### src/rtl/board_pkg.sv
// Shared types and helpers for the read side of the board register bank.
package board_pkg;

   // Frame sequencing states of the row streamer.
   typedef enum logic [1:0] {
      IDLE = 2'd0,
      SEND = 2'd1,
      DONE = 2'd2
   } reader_state_t;

   // Row index width; never narrower than one bit so a 1-row port stays legal.
   function automatic int idx_w(input int n);
      return ($clog2(n) < 1) ? 1 : $clog2(n);
   endfunction

endpackage

### src/rtl/board_snapshot.sv
// Frozen copy of the board, loaded on request and read out one row at a time.
module board_snapshot
   import board_pkg::*;
#(
   parameter int WIDTH  = 8,
   parameter int HEIGHT = 8
) (
   input  logic                       clk,
   input  logic                       reset,
   input  logic                       load,
   input  logic [WIDTH*HEIGHT-1:0]    board,
   input  logic [idx_w(HEIGHT)-1:0]   row_sel,
   output logic [WIDTH-1:0]           row
);

   localparam int IW = idx_w(HEIGHT);

   logic [WIDTH*HEIGHT-1:0] snap_d;
   logic [WIDTH*HEIGHT-1:0] snap_q;

   // Next snapshot: capture the whole live board on load, otherwise hold.
   always_comb begin
      snap_d = snap_q;
      if (load) begin
         snap_d = board;
      end
   end

   // Snapshot register with synchronous active-low clear.
   always_ff @(posedge clk) begin
      if (!reset) begin
         snap_q <= '0;
      end else begin
         snap_q <= snap_d;
      end
   end

   // Row select; indices past the last row read as zero rather than out of range.
   always_comb begin
      row = '0;
      for (int r = 0; r < HEIGHT; r++) begin
         if (row_sel == IW'(r)) begin
            row = snap_q[r*WIDTH +: WIDTH];
         end
      end
   end

endmodule

### src/rtl/board_reader.sv
// Captures a consistent board snapshot on start and streams it out one row
// per valid/ready transfer, finishing each frame with a one-cycle done pulse.
module board_reader
   import board_pkg::*;
#(
   parameter int WIDTH  = 8,
   parameter int HEIGHT = 8
) (
   input  logic                       clk,
   input  logic                       reset,
   input  logic [WIDTH*HEIGHT-1:0]    board,
   input  logic                       start,
   output logic                       busy,
   output logic                       row_valid,
   input  logic                       row_ready,
   output logic [WIDTH-1:0]           row_data,
   output logic [idx_w(HEIGHT)-1:0]   row_idx,
   output logic                       row_last,
   output logic                       done
);

   localparam int             IW       = idx_w(HEIGHT);
   localparam logic [IW-1:0]  LAST_IDX = IW'(HEIGHT - 1);

   reader_state_t  state_d, state_q;
   logic [IW-1:0]  cnt_d, cnt_q;
   logic           busy_d, busy_q;
   logic           valid_d, valid_q;
   logic           last_d, last_q;
   logic           done_d, done_q;
   logic           load_snap;

   // Snapshot is only loaded when a start is accepted from IDLE.
   assign load_snap = (state_q == IDLE) && start;

   board_snapshot #(
      .WIDTH  (WIDTH),
      .HEIGHT (HEIGHT)
   ) u_snapshot (
      .clk     (clk),
      .reset   (reset),
      .load    (load_snap),
      .board   (board),
      .row_sel (cnt_q),
      .row     (row_data)
   );

   // Next-state, counter and registered-output decode for the frame FSM.
   always_comb begin
      state_d = state_q;
      cnt_d   = cnt_q;
      busy_d  = busy_q;
      valid_d = valid_q;
      last_d  = last_q;
      done_d  = 1'b0;
      case (state_q)
         IDLE: begin
            if (start) begin
               state_d = SEND;
               cnt_d   = '0;
               busy_d  = 1'b1;
               valid_d = 1'b1;
               last_d  = (LAST_IDX == '0);
            end
         end
         SEND: begin
            if (valid_q && row_ready) begin
               if (cnt_q == LAST_IDX) begin
                  state_d = DONE;
                  valid_d = 1'b0;
                  last_d  = 1'b0;
                  done_d  = 1'b1;
               end else begin
                  cnt_d  = cnt_q + IW'(1);
                  last_d = ((cnt_q + IW'(1)) == LAST_IDX);
               end
            end
         end
         DONE: begin
            state_d = IDLE;
            cnt_d   = '0;
            busy_d  = 1'b0;
            valid_d = 1'b0;
            last_d  = 1'b0;
         end
         default: begin
            state_d = IDLE;
            cnt_d   = '0;
            busy_d  = 1'b0;
            valid_d = 1'b0;
            last_d  = 1'b0;
         end
      endcase
   end

   // Frame FSM registers; reset wins over any start in the same cycle.
   always_ff @(posedge clk) begin
      if (!reset) begin
         state_q <= IDLE;
         cnt_q   <= '0;
         busy_q  <= 1'b0;
         valid_q <= 1'b0;
         last_q  <= 1'b0;
         done_q  <= 1'b0;
      end else begin
         state_q <= state_d;
         cnt_q   <= cnt_d;
         busy_q  <= busy_d;
         valid_q <= valid_d;
         last_q  <= last_d;
         done_q  <= done_d;
      end
   end

   assign busy      = busy_q;
   assign row_valid = valid_q;
   assign row_idx   = cnt_q;
   assign row_last  = last_q;
   assign done      = done_q;

endmodule
### config.mk
export PLATFORM = sky130hd
export DESIGN_NAME = board_reader
export DESIGN_NICKNAME = d
export VERILOG_FILES = /design/src/rtl/board_pkg.sv /design/src/rtl/board_snapshot.sv /design/src/rtl/board_reader.sv
export SDC_FILE = /design/constraint.sdc
export NUM_CORES = 1
export LEC_CHECK = 0
export ABC_AREA = 0
export ABC_CLOCK_PERIOD_IN_PS = 1800
export CAP_MARGIN = 20
export CORE_MARGIN = 2
export CORE_UTILIZATION = 45
export CTS_CLUSTER_SIZE = 12
export DETAILED_ROUTE_END_ITERATION = 8
export PLACE_DENSITY = 0.74
export SLEW_MARGIN = 20
export SYNTH_ARGS = -nofsm -noshare
export SYNTH_HDL_FRONTEND = slang
export SYNTH_HIERARCHICAL = 1
export SYNTH_SLANG_ARGS = --single-unit
### constraint.sdc
create_clock -name clk -period 1.8 [get_ports clk]
set_input_delay 0.36 -clock clk [delete_from_list [all_inputs] [get_ports clk]]
set_output_delay 0.36 -clock clk [all_outputs]
set_load 0.005 [all_outputs]
==> impl_metrics.json <==
{
  "status": "complete, but fails checks",
  "violations": "setup timing",
  "fill_cells": 595,
  "reg2reg_from": "row_idx[0]",
  "gp_congestion": 0.782,
  "synthArstFlopShare_pct": 0,
  "clock_latency_ns": 0.34,
  "peakVddDrop_v": 0.000497,
  "fmax_mhz": 478,
  "startpoint_type": "flop",
  "ant_nets": 0,
  "hold_viol_final": 0,
  "reg2reg_slack_ns": 0.06,
  "h-tree-depth": 3,
  "crit_path_max_fanout": 7,
  "tightest_slew_ns": 0.426,
  "synth_warnings": 6,
  "whs_path_depth": 2,
  "p_leak_nw": 1.84,
  "clk_pin_slew_ns": 0.08,
  "postLayoutCoreUtil_pct": 64.2,
  "cp-startpoint": "row_idx[0]",
  "hold_start": "busy",
  "grt_pass1_wl_um": 12400,
  "timing.final.crit_share_pct": 116,
  "cts_root_buffer": "clkbuf_8",
  "cts_num_sinks": 72,
  "crit_arrival_ns": 1.73,
  "rsz0062_at_grt": "true",
  "detail_route.wl_per_cell_um": 15.4,
  "antenna_cells": 0,
  "hold_ws_ns": 0.476,
  "reg2reg_to": "row_idx[1]",
  "power_mw": 3.79,
  "criticalPathCategory": "flop to output port",
  "portBuffers": 82,
  "syn_inst": 298,
  "ioPinCount": 83,
  "hold_class": "flop to flop",
  "synth_cell_types": 33,
  "slew_headroom_pct": 71.6,
  "area_growth_pct": 38.8,
  "fp.dieW_um": 90.3,
  "ys_ff_latch": 72,
  "final_nets": 466,
  "drtIter0Drc": 77,
  "clock-skew-final_ns": 0.00556,
  "core-area_mm2": 0.00725,
  "clk_path_buf_depth": 2,
  "wirelength_um": 7660,
  "min_period_ns": 2.09,
  "rr_worst_depth": 7,
  "finalMaxSlewViolations": 0,
  "place_hpwl_um": 5320,
  "worst_slack_ns": -0.291,
  "fin_area_mm2": 0.00465,
  "seq_area_frac_synth_pct": 43.0,
  "grt_usage_pct": 19.4,
  "postSynthAreaPerCell_um2": 11.3,
  "setup_viol": 8,
  "p_per_area_mw_per_mm2": 814,
  "synth-edff-count": 0,
  "drt-vias-per-instance": 4.93,
  "synth_area_mm2": 0.00335,
  "vias": 2458,
  "holdPathEnd": "busy",
  "first_pass_iters": 4,
  "synth_flop_cell": "dfxtp_1",
  "rows": 31,
  "worst_setup_path_end_kind": "output port",
  "cts_inserted_buffers": 9,
  "hold_buffers": 0,
  "grt_pass1_vias": 2428,
  "dpl_cell_area_mm2": 0.00437,
  "antenna_found_initial": 0,
  "cap_violations": 0,
  "drive_gt1_share_pct": 19.3,
  "worstPathRequired_ns": 1.44,
  "grt_max_degree": 48,
  "die-area_mm2": 0.00816,
  "initial_core_util_pct": 46.2,
  "grt_overflow": 0,
  "fp.dieH_um": 90.3,
  "syn_nets": 369,
  "drc": 0,
  "cts_tree": "done"
}
-- critical path, stage by stage (launching register included) --
cell and delay (ns):
dfxtp_4 0.39, buf_12 0.13, buf_4 0.11, mux4_2 0.48, nand2_1 0.07, nand2_1 0.07
buf_2 0.13
-- stage by stage --
step	setup slack [ns]	cells	TNS, ns
after floorplan	0.146	298	0
after global placement	-0.255	473	-2.07
after detailed placement	-0.289	473	-2.46
after CTS	-0.291	498	-2.10
after global routing	-0.338	499	-2.36
final	-0.291	499	-1.84
-- how the worst max path moves through the flow --
stage	to
global placement	row_data[4]
detailed placement	row_data[1]
floorplan	row_data[1]
CTS	row_data[0]
global route	row_data[4]
finish	row_data[0]
-- sequential cells by signal, indices dropped and copies added, names as in the netlist --
| signal | flops |
|---|---|
| row_idx | 3 |
| state_q | 2 |
| row_last | 1 |
| busy | 1 |
| done | 1 |
| u_snapshot/snap_q | 64 |
-- layout make-up --
class,instances,area (um2),area share (%)
multi-input combinational,204,1800,38.6
sequential,72,1450,31.1
timing repair buffer,106,1060,22.7
clock buffer,11,141,3.04
tap,99,124,2.66
clock inverter,5,80.1,1.72
inverter,2,7.51,0.161
-- cell usage after synthesis, drive strengths merged, types with 2 or more instances --
master  number  area share (%)
nand2       25             2.8
and4         2            0.52
dfxtp       72              43
nor2         6            0.67
buf         14             2.8
ha           3             1.1
mux2i       67              20
nor2b       69              13
a21oi        2            0.30
mux4        15              11
nand2b       2            0.37
clkbuf       6            0.67
-- placed cells by master, fill, tap and decap left out, drive strengths merged, types with 2 or more instances in the layout --
cell and count:
a21oi 2, and4 2, buf 32, bufinv 2
clkbuf 12, clkdlybuf4s50 72, clkinv 2, clkinvlp 2
dfxtp 72, ha 3, mux2i 67, mux4 15
nand2 25, nand2b 2, nor2 6, nor2b 69
-- cells by family after synthesis --
group,Yosys count,synth area share (%)
adders and majority gates,3,1.12
muxes,82,31.0
buffers and inverters,22,3.66
DFF,72,43.0
AOI/OAI and AO/OA,8,2.13
and+or+nand+nor,111,19.2
-- power by group --
part | internal, mW | leakage, nW | switching, mW | total [mW]
clock network | 0.816 | 0.106 | 0.610 | 1.43
registers | 1.69 | 0.593 | 0.0615 | 1.75
logic | 0.385 | 1.14 | 0.223 | 0.608
-- per-layer routing --
metal,wire (um),up-vias,share of wire [%],global-route usage (%)
li1,-,1231,-,-
met1,3390,1153,44,23.8
met2,3760,59,49,32.1
met3,317,15,4.1,4.09
met4,192,0,2.5,9.87
met5,0,-,0,0
-- timing repair --
action,CTS,global route
endpoints found under the setup margin,10,9
cloned,1,0
pin swaps,14,6
setup buffers,8,2
resized for setup,49,7
Note: power is estimated with default switching activity, not from simulation.
